$ cat config.mk
export PLATFORM = sky130hd
export DESIGN_NAME = pc_transfer_unit
export DESIGN_NICKNAME = d
export VERILOG_FILES = /design/src/rtl/pc_transfer_unit_pkg.sv /design/src/rtl/pc_byte_serializer.sv /design/src/rtl/pc_transfer_unit.sv
export SDC_FILE = /design/constraint.sdc
export NUM_CORES = 1
export LEC_CHECK = 0
export BUFFER_PORTS_ARGS = -buffer_cell sky130_fd_sc_hd__buf_2
export CAP_MARGIN = 20
export CELL_PAD_IN_SITES_DETAIL_PLACEMENT = 0
export CELL_PAD_IN_SITES_GLOBAL_PLACEMENT = 2
export CORE_ASPECT_RATIO = 2
export CORE_UTILIZATION = 32
export DETAILED_ROUTE_END_ITERATION = 16
export GPL_ROUTABILITY_DRIVEN = 1
export PLACE_DENSITY_LB_ADDON = 0.1
export SYNTH_ARGS = -nofsm -noshare
export SYNTH_HDL_FRONTEND = slang
export SYNTH_SLANG_ARGS = --single-unit
$ cat constraint.sdc
create_clock -name clock -period 2.7 [get_ports clock]
set_clock_uncertainty 0.2 [all_clocks]
set_input_delay 0.81 -clock clock [delete_from_list [all_inputs] [get_ports clock]]
set_output_delay 0.81 -clock clock [all_outputs]
set_load 0.01 [all_outputs]
$ cat src/rtl/pc_transfer_unit_pkg.sv
// Shared types, default sizing and FSM state encodings for the PC transfer unit.
// No logic, so no latency or backpressure of its own.
package pc_transfer_unit_pkg;

    typedef logic [7:0] byte_t;
    typedef logic       control_t;

    localparam int PC_BYTES_DEF = 2;

    typedef enum logic [1:0] {
        LD_IDLE    = 2'd0,
        LD_COLLECT = 2'd1,
        LD_DONE    = 2'd2
    } load_state_t;

    typedef enum logic {
        SV_IDLE = 1'b0,
        SV_EMIT = 1'b1
    } save_state_t;

endpackage

$ cat src/rtl/pc_byte_serializer.sv
// PC-wide byte shift register with byte index; MSB_IN=1 shifts bytes in at the bottom,
// MSB_IN=0 parallel-loads and shifts out from the bottom. One cycle per byte, stalls when i_shift is low.
module pc_byte_serializer
    import pc_transfer_unit_pkg::*;
#(
    parameter int PC_BYTES = PC_BYTES_DEF,
    parameter bit MSB_IN   = 1'b1
) (
    input  logic                  clock,
    input  logic                  reset_n,
    input  control_t              i_clr,
    input  control_t              i_load,
    input  control_t              i_shift,
    input  logic [8*PC_BYTES-1:0] i_par_dat,
    input  byte_t                 i_byte_dat,
    output logic [8*PC_BYTES-1:0] o_par_dat,
    output logic                  o_last
);

    localparam int W  = 8 * PC_BYTES;
    localparam int IW = $clog2(PC_BYTES);

    logic [W-1:0]  r_sh;
    logic [IW-1:0] r_idx;
    logic [W-1:0]  w_sh_nxt;

    assign w_sh_nxt  = MSB_IN ? {r_sh[W-9:0], i_byte_dat} : {i_byte_dat, r_sh[W-1:8]};
    assign o_par_dat = r_sh;
    assign o_last    = (r_idx == IW'(PC_BYTES - 1));

    always_ff @(posedge clock or negedge reset_n) begin
        if (!reset_n) begin
            r_sh  <= '0;
            r_idx <= '0;
        end else begin
            if (i_load) begin
                r_sh <= i_par_dat;
            end else if (i_shift) begin
                r_sh <= w_sh_nxt;
            end
            if (i_clr || i_load) begin
                r_idx <= '0;
            end else if (i_shift) begin
                r_idx <= r_idx + IW'(1);
            end
        end
    end

endmodule

$ cat src/rtl/pc_transfer_unit.sv
// Byte-serial PC load/save engines plus an ALU-result LIFO; load done PC_BYTES+1 cycles after start
// with no-gap bytes, save stalls on save_ready low, cache results visible the cycle after the operation.
module pc_transfer_unit
    import pc_transfer_unit_pkg::*;
#(
    parameter int PC_BYTES    = PC_BYTES_DEF,
    parameter int CACHE_DEPTH = 4
) (
    input  logic                  clock,
    input  logic                  reset_n,
    input  control_t              load_start,
    input  control_t              mem_valid,
    input  byte_t                 mem_out,
    output logic [8*PC_BYTES-1:0] load_out,
    output logic                  load_busy,
    output logic                  load_done,
    input  control_t              save_start,
    input  logic [8*PC_BYTES-1:0] pc,
    output byte_t                 save_out,
    output logic                  save_valid,
    input  control_t              save_ready,
    output logic                  save_done,
    input  byte_t                 alu_out,
    input  control_t              cache_push,
    input  control_t              cache_pop,
    output byte_t                 cache_out,
    output logic                  cache_empty,
    output logic                  cache_full,
    output logic                  cache_overflow
);

    localparam int W  = 8 * PC_BYTES;
    localparam int CW = $clog2(CACHE_DEPTH + 1);
    localparam int IW = (CACHE_DEPTH > 1) ? $clog2(CACHE_DEPTH) : 1;

    load_state_t r_ld_state, w_ld_state_nxt;
    save_state_t r_sv_state, w_sv_state_nxt;
    logic         w_ld_clr, w_ld_shift, w_ld_last;
    logic         w_sv_load, w_sv_shift, w_sv_last;
    logic [W-1:0] w_ld_par, w_sv_par;
    logic [W-1:0] r_load_out;
    logic         w_unused;

    pc_byte_serializer #(.PC_BYTES(PC_BYTES), .MSB_IN(1'b1)) u_load_ser (
        .clock      (clock),
        .reset_n    (reset_n),
        .i_clr      (w_ld_clr),
        .i_load     (1'b0),
        .i_shift    (w_ld_shift),
        .i_par_dat  ({W{1'b0}}),
        .i_byte_dat (mem_out),
        .o_par_dat  (w_ld_par),
        .o_last     (w_ld_last)
    );

    // Save shifts right so the low byte goes first; a stack pop then yields MSB first.
    pc_byte_serializer #(.PC_BYTES(PC_BYTES), .MSB_IN(1'b0)) u_save_ser (
        .clock      (clock),
        .reset_n    (reset_n),
        .i_clr      (1'b0),
        .i_load     (w_sv_load),
        .i_shift    (w_sv_shift),
        .i_par_dat  (pc),
        .i_byte_dat (8'h00),
        .o_par_dat  (w_sv_par),
        .o_last     (w_sv_last)
    );

    assign w_unused = ^{w_ld_par[W-1:W-8], w_sv_par[W-1:8]};

    always_comb begin
        w_ld_state_nxt = r_ld_state;
        w_ld_clr       = 1'b0;
        w_ld_shift     = 1'b0;
        case (r_ld_state)
            LD_IDLE: begin
                if (load_start) begin
                    w_ld_clr       = 1'b1;
                    w_ld_state_nxt = LD_COLLECT;
                end
            end
            LD_COLLECT: begin
                if (mem_valid) begin
                    w_ld_shift = 1'b1;
                    if (w_ld_last) w_ld_state_nxt = LD_DONE;
                end
            end
            LD_DONE: w_ld_state_nxt = LD_IDLE;
            default: w_ld_state_nxt = LD_IDLE;
        endcase
    end

    always_comb begin
        w_sv_state_nxt = r_sv_state;
        w_sv_load      = 1'b0;
        w_sv_shift     = 1'b0;
        case (r_sv_state)
            SV_IDLE: begin
                if (save_start) begin
                    w_sv_load      = 1'b1;
                    w_sv_state_nxt = SV_EMIT;
                end
            end
            SV_EMIT: begin
                if (save_ready) begin
                    w_sv_shift = 1'b1;
                    if (w_sv_last) w_sv_state_nxt = SV_IDLE;
                end
            end
            default: w_sv_state_nxt = SV_IDLE;
        endcase
    end

    // The assembled word is captured on the last byte so it is already visible while load_done is high.
    always_ff @(posedge clock or negedge reset_n) begin
        if (!reset_n) begin
            r_ld_state <= LD_IDLE;
            r_sv_state <= SV_IDLE;
            r_load_out <= '0;
        end else begin
            r_ld_state <= w_ld_state_nxt;
            r_sv_state <= w_sv_state_nxt;
            if (w_ld_shift && w_ld_last) r_load_out <= {w_ld_par[W-9:0], mem_out};
        end
    end

    assign load_out   = r_load_out;
    assign load_busy  = (r_ld_state == LD_COLLECT);
    assign load_done  = (r_ld_state == LD_DONE);
    assign save_valid = (r_sv_state == SV_EMIT);
    assign save_done  = save_valid && save_ready && w_sv_last;
    assign save_out   = save_valid ? w_sv_par[7:0] : 8'h00;

    byte_t         r_stack [CACHE_DEPTH];
    logic [CW-1:0] r_count, w_count_nxt;
    logic          r_overflow;
    logic          w_empty, w_full, w_wr_en;
    logic [IW-1:0] w_wr_idx, w_top_idx;

    assign w_empty   = (r_count == '0);
    assign w_full    = (r_count == CW'(CACHE_DEPTH));
    assign w_top_idx = IW'(r_count - CW'(1));

    always_comb begin
        w_wr_en     = 1'b0;
        w_wr_idx    = w_top_idx;
        w_count_nxt = r_count;
        if (cache_push && cache_pop) begin
            w_wr_en = 1'b1;
            if (w_empty) begin
                w_wr_idx    = '0;
                w_count_nxt = CW'(1);
            end
        end else if (cache_push) begin
            if (!w_full) begin
                w_wr_en     = 1'b1;
                w_wr_idx    = IW'(r_count);
                w_count_nxt = r_count + CW'(1);
            end
        end else if (cache_pop) begin
            if (!w_empty) w_count_nxt = r_count - CW'(1);
        end
    end

    always_ff @(posedge clock or negedge reset_n) begin
        if (!reset_n) begin
            r_count    <= '0;
            r_overflow <= 1'b0;
        end else begin
            r_count <= w_count_nxt;
            if (cache_push && !cache_pop && w_full) r_overflow <= 1'b1;
        end
    end

    // Entries above the count are never read, so the array needs no reset.
    always_ff @(posedge clock) begin
        if (w_wr_en) r_stack[w_wr_idx] <= alu_out;
    end

    assign cache_out      = w_empty ? 8'h00 : r_stack[w_top_idx];
    assign cache_empty    = w_empty;
    assign cache_full     = w_full;
    assign cache_overflow = r_overflow;

endmodule

==> flow_summary.toml, run 1 <==
[die]
die_area_sq_mm = 0.0115
die_y_microns = 151
start_util_pct = 33.3
rows = 53
die_width_microns = 76.3
ios = 79
core_sq_mm = 0.0106

[synth]
synth.distinct_cells = 37
yosys.area_share.simple_pct = 12.5
muxShareOfSynthArea_pct = 14.3
synth-seq-cells = 81
synth_nets = 316
synth_top_family_by_area = "multiplexers"
synth_top_area_cell = "dfrtp_1"
synthTopCellsByArea = "dfrtp_1 35%, edfxtp_1 27%, mux4_2 5.1%"
synth_top_area_share_pct = 34.7
synth_seq_area_share_pct = 61.9
synthAdderAreaFrac_pct = 1.06
synth_cells = 273
synth_xor_area_share_pct = 0
synth-compound-area-share_pct = 7.41
avgSynthCellArea_sq_um = 12.9
yosys_warnings = 0
synthesis.area_sq_mm = 0.00353

[grt]
busiest_layer = "met2"
grt_use_met3_pct = 3.03
grt_max_degree = 50
grt_pass1_wl_mm = 13.1
globalRouteMet1Util_pct = 17.5
grtUsageTotal_pct = 15.1
grt_pass1_vias = 2532
grt.overflow.total = 0
grt_use_met2_pct = 26.6
antenna_found_initial = 0

[worst_setup_path]
cp_slowest_stage_delay_ns = 0.39
critPathCaptureType = "output pin"
ff2ff_path_depth = 8
crit_type = "reg2out"
slowest_stage = "dfrtp_1"
critPathMaxFanout = 5
crit_family = "flip-flops"
critPathBufInv = 3
cp-start-kind = "flop"
cp_cell_sequence = "inv_2, ha_4, buf_12, mux4_2, nor2b_4, buf_6"
worst_r2r_endpoint = "r_stack[2][6]"
worstPathRequired_ns = 1.69
cp.arrival_ns = 1.73
rrSetupSlack_ns = 0.56
rr_startpoint = "r_count[0]"

[drt]
wl_per_cell_microns = 15.5
drc = 0
vias = 2398
drt-total-wl_mm = 7.85
ant_nets = 0
firstDrtPassIters = 4
routed_via_density = 4.74
drt_iter0_drc = 110

[final_layout]
antenna_cells = 0
drive_gt1_share_pct = 41.2
syn_to_final_growth_pct = 28.0
postLayoutCoreUtil_pct = 42.6
final_common_cell = "buf_2"
layoutNonFillerInstCount = 506
fillers = 1070
stdcell_area_sq_mm = 0.00452
layout_common_cells = "77 x buf_2, 49 x dfrtp_1, 37 x nand2_1, 32 x edfxtp_1, 19 x nor2_1"
final_nets = 407

[cts]
clock_path_buffers = 2
cts_sinks = 81
cts_inserted_buffers = 9
cts_tree = "built"
htreeDepth = 3
cts_root_buffer = "clkbuf_16"
clock_latency_ns = 0.33
clk_pin_slew_ns = 0.06

[sta]
worst_slack_ns = -0.0388
slew_viol_final = 0
rsz0062_at_grt = "yes"
final.min_clock_period_ns = 2.74
tightestPinTransition_ns = 0.715
timing.final.crit_share_pct = 101
slew_headroom_pct = 52.3
max_freq_mhz = 365
setup_viol = 8
finalHoldViolCount = 0

[job]
maxCapViolations = 0

[min_path]
hold_path.class = "in2async"

[placement]
hpwl_mm = 5.35
io_buffer_count = 78
dpl-instance-area_sq_mm = 0.00412
placed_cells = 484
dp_slack_ns = 0.0457
place_congestion = 0.729

[power]
peakVddDrop_uv = 430
leakage_uw = 0.00198
totalPowerFinal_uw = 5540
p_per_area_mw_per_mm2 = 1230

[outcome]
violations = "negative setup slack"
status = "finished with violations"
-- synthesized netlist by cell type (all sizes together) --
cell and instances:
dfrtp 49, nand2 37, edfxtp 32, mux2 24, nor2 19, a21oi 14, a31oi 12, nor2b 11
and2 9, buf 9, mux4 8, clkbuf 7, nand2b 7, inv 6, o21ai 5, ha 3
nand3 3, mux2i 2, o21bai 2, a211oi 1, a21boi 1, a221oi 1, a22o 1, a22oi 1
a31o 1, and2b 1, and3 1, nand3b 1, nor3 1, nor3b 1, o2111ai 1, o221a 1
o31ai 1
-- cell families after synthesis --
group	after synthesis
flops	81
simple gates	91
compound gates	42
buf+inv	22
mux	34
fa+ha+maj	3
-- power by group --
part | switching [uW] | total, uW | internal, uW
logic | 1100 | 2350 | 1240
clock network | 506 | 1230 | 728
registers | 224 | 1960 | 1730
-- registers in the layout, summed over array words and instances, names as in the netlist --
register,flops
load_out,16
r_ld_state,2
u_save_ser.o_par_dat,16
u_save_ser.o_last,1
r_count,3
cache_overflow,1
r_stack,32
save_valid,1
u_load_ser.o_last,1
u_load_ser.o_par_dat,8
-- stage by stage --
stage	TNS [ns]	hold slack, ns
after global routing	-0.870	0.255
after detailed placement	0	0.271
after floorplan	0	0.254
final	-0.239	0.244
after CTS	-0.282	0.248
after global placement	0	0.253
-- worst reg2reg max path, stage by stage (launching register included) --
cell and delay (ns):
dfrtp_1 0.40, inv_2 0.09, ha_4 0.14, buf_4 0.18, mux2i_1 0.20, a21oi_1 0.10, a31o_2 0.23, nor2_1 0.11
buf_4 0.20
-- area by class of cell --
class	count	area, sq um	share of cell area (%)
sequential	81	2190	48.4
timing repair buffer	96	568	12.6
multi-input combinational	170	1270	28.1
clock buffer	10	229	5.07
tap	137	171	3.79
inverter	6	22.5	0.498
clock inverter	6	72.6	1.61
-- per-layer routing --
metal / wire (microns) / share of wire, %
met1: 3180 / 41
met2: 4310 / 55
met3: 244 / 3.1
met4: 119 / 1.5
met5: 0 / 0
-- worst max path at each step --
| stage | startpoint | end | slack [ns] | depth (start not counted) |
|---|---|---|---|---|
| final | r_count[0] | cache_out[5] | -0.04 | 6 |
| after CTS | r_count[0] | cache_out[5] | -0.06 | 4 |
| after global routing | r_count[0] | cache_out[3] | -0.12 | 6 |
| after global placement | r_count[0] | cache_out[5] | 0.07 | 5 |
| after floorplan | r_count[0] | cache_out[0] | 0.04 | 7 |
| after detailed placement | r_count[1] | cache_out[5] | 0.05 | 5 |
-- repair_timing --
action	4_1_cts	5_1_grt
setup buffers	1	5
hold buffers	0	0
endpoints found under the setup margin	8	9
gates resized for setup	3	10
pin swaps	1	1
(Power assumes the default switching activity.)
==> run 2: changes to the inputs <==
--- a/config.mk
+++ b/config.mk
@@ -10,10 +10,11 @@
 export CELL_PAD_IN_SITES_DETAIL_PLACEMENT = 0
 export CELL_PAD_IN_SITES_GLOBAL_PLACEMENT = 2
 export CORE_ASPECT_RATIO = 2
-export CORE_UTILIZATION = 32
+export CORE_UTILIZATION = 34
 export DETAILED_ROUTE_END_ITERATION = 16
 export GPL_ROUTABILITY_DRIVEN = 1
 export PLACE_DENSITY_LB_ADDON = 0.1
 export SYNTH_ARGS = -nofsm -noshare
 export SYNTH_HDL_FRONTEND = slang
+export SYNTH_HIERARCHICAL = 1
 export SYNTH_SLANG_ARGS = --single-unit
==> run 2 against run 1 <==
Compared with the run above:
- worst hold slack lost 0.050 ns
- setup slack got worse by 0.014 ns
- count of clock-buffer cells in the layout decreased by 1
- first-iteration DRC count shrank 9.1%
- synthesized area rose by 5.4%
- register-to-register slack lost 0.03 ns
- the flow still finishes with violations (negative setup slack)
- sequential share of layout area decreased by 2.8 points
- wire length fell by 2.4%
- global-route usage down 0.29 points
- non-clock buffer count unchanged
==> flow_summary.toml, run 2 <==
[grt]
grt_pass1_wl_mm = 12.7
grt_pass1_vias = 2483
grt_max_degree = 35
grtUsageTotal_pct = 14.8
antenna_found_initial = 0
grt.overflow.total = 0

[die]
core_sq_mm = 0.0105
ios = 79
die_y_microns = 150
rows = 53
die_width_microns = 76.0
start_util_pct = 35.3
die_area_sq_mm = 0.0114

[sta]
final.min_clock_period_ns = 2.75
slew_headroom_pct = 62.1
worst_slack_ns = -0.0533
finalHoldViolCount = 0
hold_ws_ns = 0.194
tns_ns = -0.311
rsz0062_at_grt = "yes"
slew_viol_final = 0
tightestPinTransition_ns = 0.568
setup_viol = 8
max_freq_mhz = 363
timing.final.crit_share_pct = 102

[drt]
drt-total-wl_mm = 7.67
drt_iter0_drc = 100
routed_via_density = 4.46
vias = 2366
drc = 0
ant_nets = 0
wl_per_cell_microns = 14.4
firstDrtPassIters = 4

[power]
p_int_uw = 3790
pwr-share-clk_pct = 26.3
comb_power_share_pct = 39.2
leakage_uw = 0.00214
p_seq_share_pct = 34.6
p_per_area_mw_per_mm2 = 1150
peakVddDrop_uv = 497
netSwitchingPower_uw = 1710
p_sw_share_pct = 31.2

[worst_setup_path]
crit_type = "reg2out"
cp.arrival_ns = 1.74
worstPathRequired_ns = 1.69
critPathMaxFanout = 5
cp-start-kind = "flop"
critPathCaptureType = "output pin"

[synth]
synth_cells = 277
yosys_warnings = 6
avgSynthCellArea_sq_um = 13.4
synthesis.area_sq_mm = 0.00372

[placement]
io_buffer_count = 78
place_congestion = 0.750
hpwl_mm = 5.40

[final_layout]
syn_to_final_growth_pct = 28.8
multi_input_area_sq_mm = 0.00148
final_nets = 432
final_common_cell = "buf_2"
register_area_sq_mm = 0.00219
drive_gt1_share_pct = 37.8
antenna_cells = 0
regMostFlops = "r_stack"
largest_reg_flops = 32
layout_common_cells = "77 x buf_2, 48 x dfrtp_1, 32 x edfxtp_1, 30 x nand2_1, 26 x mux2i_1"
fillers = 992

[min_path]
hold_path.class = "in2async"

[cts]
cts_inserted_buffers = 9
cts_tree = "built"
htreeDepth = 3
cts_root_buffer = "clkbuf_16"
clk_pin_slew_ns = 0.06
clock_latency_ns = 0.34
cts_sinks = 81
clock_path_buffers = 2

[job]
maxCapViolations = 0

[outcome]
status = "finished with violations"
violations = "negative setup slack"
## run 2: layout make-up
cell class                      instances  area share [%]
Clock inverter                          7            2.71
Sequential cell                        81            45.7
Tap cell                              137            3.58
Clock buffer                            9            4.70
Inverter                                6           0.470
Timing Repair Buffer                   96            12.0
Multi-Input combinational cell        195            30.9
## run 2: stage by stage
| step | worst slack [ns] | instance area [sq um] | instances | total power (uW) | util, % |
|---|---|---|---|---|---|
| 3_5_place_dp | 0.0584 | 4320 | 507 | 3850 | 41.0 |
| 6_report | -0.0533 | 4790 | 531 | 5500 | 45.5 |
| 4_1_cts | -0.0533 | 4770 | 530 | 5540 | 45.3 |
| 5_1_grt | -0.115 | 4790 | 531 | 5860 | 45.5 |
| 3_3_place_gp | 0.0800 | 4320 | 507 | 3820 | 41.0 |
| 2_1_floorplan | 0.0382 | 3800 | 299 | 3220 | - |
## run 2: routing by layer
metal  GRT usage [%]  vias up  share of wire, %
met4            7.02        0               2.1
met2            26.2       59                53
met5               0        -                 0
met3            3.84       12               4.1
li1                -     1190                 -
met1            16.5     1105                40
## run 2: path summary, 6_finish.rpt
| path | end | cells past startpoint | from | slack, ns |
|---|---|---|---|---|
| max in group asynchronous | r_count[0] | 2 | reset_n | 1.56 |
| hold reg to reg | cache_overflow | 1 | cache_overflow | 0.27 |
| setup reg to reg | r_stack[2][6] | 8 | r_count[0] | 0.53 |
| min in group clock | cache_overflow | 1 | cache_overflow | 0.27 |
| hold / removal | load_out[4] | 1 | reset_n | 0.19 |
| setup / recovery | cache_out[2] | 6 | r_count[0] | -0.05 |
## run 2: power by group through the flow
stage                     logic, uW  clock network [uW]  registers, uW
after global placement         1920                   0           1910
after CTS                      2150                1490           1900
after detailed placement       1930                   0           1920
after global routing           2370                1540           1950
after floorplan                1300                   0           1920
final                          2150                1440           1900
## run 2: critical path, stage by stage (launching register included)
cell     delay, ns
dfrtp_2       0.43
inv_2         0.09
ha_4          0.21
buf_12        0.13
mux4_2        0.26
nor2b_1       0.14
buf_2         0.15
## run 2: what timing repair did
| action | CTS | global route |
|---|---|---|
| setup buffers | 7 | 1 |
| pin swaps | 1 | 1 |
| setup endpoints to repair | 8 | 8 |
| hold buffers | 0 | 0 |
| gates resized for setup | 9 | 2 |
==> run 3: changes to the inputs <==
--- a/config.mk
+++ b/config.mk
@@ -13,6 +13,7 @@
 export CORE_UTILIZATION = 34
 export DETAILED_ROUTE_END_ITERATION = 16
 export GPL_ROUTABILITY_DRIVEN = 1
+export MAX_ROUTING_LAYER = met4
 export PLACE_DENSITY_LB_ADDON = 0.1
 export SYNTH_ARGS = -nofsm -noshare
 export SYNTH_HDL_FRONTEND = slang
==> run 3 against run 2 <==
Compared with the run above:
- the flow still finishes with violations (negative setup slack)
- via count up 0.17%
- setup slack about the same
- sequential share of layout area unchanged
- fmax about the same
- sequential power about the same
- non-clock buffer count unchanged
- core utilization unchanged
- count of clock-buffer cells in the layout unchanged
- sequential cell count unchanged
- final cell count unchanged
- critical path type unchanged
==> flow_summary.toml, run 3 (synthesis gave the netlist of run 2 again) <==
[worst_setup_path]
crit_type = "reg2out"
slowest_stage = "dfrtp_2"
cp_cell_sequence = "inv_2, ha_4, buf_12, mux4_2, nor2b_1, buf_2"
critPathCaptureType = "output pin"
critPathMaxFanout = 5
cp.arrival_ns = 1.74
cp-start-kind = "flop"
cp_slowest_stage_delay_ns = 0.43
rrSetupSlack_ns = 0.53
worstPathRequired_ns = 1.69

[final_layout]
final_common_cell = "buf_2"
multi_input_area_sq_mm = 0.00148
fillers = 992
register_area_sq_mm = 0.00219
largest_reg_flops = 32
layout_common_cells = "77 x buf_2, 48 x dfrtp_1, 32 x edfxtp_1, 30 x nand2_1, 26 x mux2i_1"
antenna_cells = 0
drive_gt1_share_pct = 37.8
regMostFlops = "r_stack"
syn_to_final_growth_pct = 28.8
final_nets = 432

[die]
start_util_pct = 35.3
rows = 53
core_sq_mm = 0.0105
die_area_sq_mm = 0.0114
die_width_microns = 76.0
ios = 79
die_y_microns = 150

[cts]
cts_sinks = 81
cts_inserted_buffers = 9
cts_tree = "built"
htreeDepth = 3
clock_latency_ns = 0.33
cts_root_buffer = "clkbuf_16"
clock_path_buffers = 2
clk_pin_slew_ns = 0.06

[placement]
io_buffer_count = 78
hpwl_mm = 5.40
place_congestion = 0.760

[power]
peakVddDrop_uv = 499
p_per_area_mw_per_mm2 = 1150
leakage_uw = 0.00214

[drt]
drc = 0
drt-total-wl_mm = 7.71
ant_nets = 0
wl_per_cell_microns = 14.5
firstDrtPassIters = 4
drt_iter0_drc = 137
vias = 2370
routed_via_density = 4.46

[grt]
grt.overflow.total = 0
grt_pass1_vias = 2479
grtUsageTotal_pct = 15.3
grt_pass1_wl_mm = 12.7
antenna_found_initial = 0
grt_max_degree = 35

[sta]
worst_slack_ns = -0.0529
slew_viol_final = 0
max_freq_mhz = 363
finalHoldViolCount = 0
final.min_clock_period_ns = 2.75
tightestPinTransition_ns = 0.574
rsz0062_at_grt = "yes"
slew_headroom_pct = 61.8
tns_ns = -0.307
timing.final.crit_share_pct = 102
hold_ws_ns = 0.194
setup_viol = 8

[outcome]
status = "finished with violations"
violations = "negative setup slack"

[min_path]
hold_path.class = "in2async"

[job]
maxCapViolations = 0
-- run 3: per-layer routing --
layer	vias to the layer above	routed length (microns)	track usage, %
met1	1106	3160	16.8
met5	-	0	-
met4	0	137	7.02
met3	10	283	3.60
met2	63	4140	26.1
li1	1191	-	-
-- run 3: timing repair --
item,4_1_cts,5_1_grt
setup endpoints to repair,8,8
hold buffers,0,0
pin swaps,1,1
hold endpoints to repair,0,0
gates resized for setup,9,2
setup buffers,7,1
-- run 3: through the flow --
stage	std cells	setup slack, ns	instance area, sq um	util [%]	total power [uW]
5_1_grt	531	-0.115	4790	45.5	5860
4_1_cts	530	-0.0533	4770	45.3	5540
6_report	531	-0.0529	4790	45.5	5500
2_1_floorplan	299	0.0382	3800	-	3220
3_5_place_dp	507	0.0584	4320	41.0	3850
3_3_place_gp	507	0.0800	4320	41.0	3820
-- run 3: final timing paths --
check | to | start | cells after the start
max reg2reg | r_stack[2][0] | r_count[0] | 8
min | load_out[4] | reset_n | 1
max in group asynchronous | r_count[0] | reset_n | 2
min in group clock | cache_overflow | cache_overflow | 1
min reg2reg | cache_overflow | cache_overflow | 1
max | cache_out[2] | r_count[0] | 6
-- run 3: worst max-delay path: cells and delay by family, from the launching register on --
family                     cells  cell delay [ns]
buffers and inverters          3             0.37
adders and majority gates      1             0.21
DFF                            1             0.43
and+or+nand+nor                1             0.14
muxes                          1             0.26
-- run 3: power breakdown --
group | total [uW] | internal (uW) | switching (uW) | leakage [uW]
sequential | 1900 | 1690 | 211 | 0.000882
combinational | 2160 | 1170 | 983 | 0.00109
clock | 1450 | 923 | 522 | 0.000174
-- run 3: cell type report --
cell class,instances,share of cell area [%]
clock buffer,9,4.70
clock inverter,7,2.71
inverter,6,0.470
multi-input combinational,195,30.9
sequential,81,45.7
tap,137,3.58
timing repair buffer,96,12.0
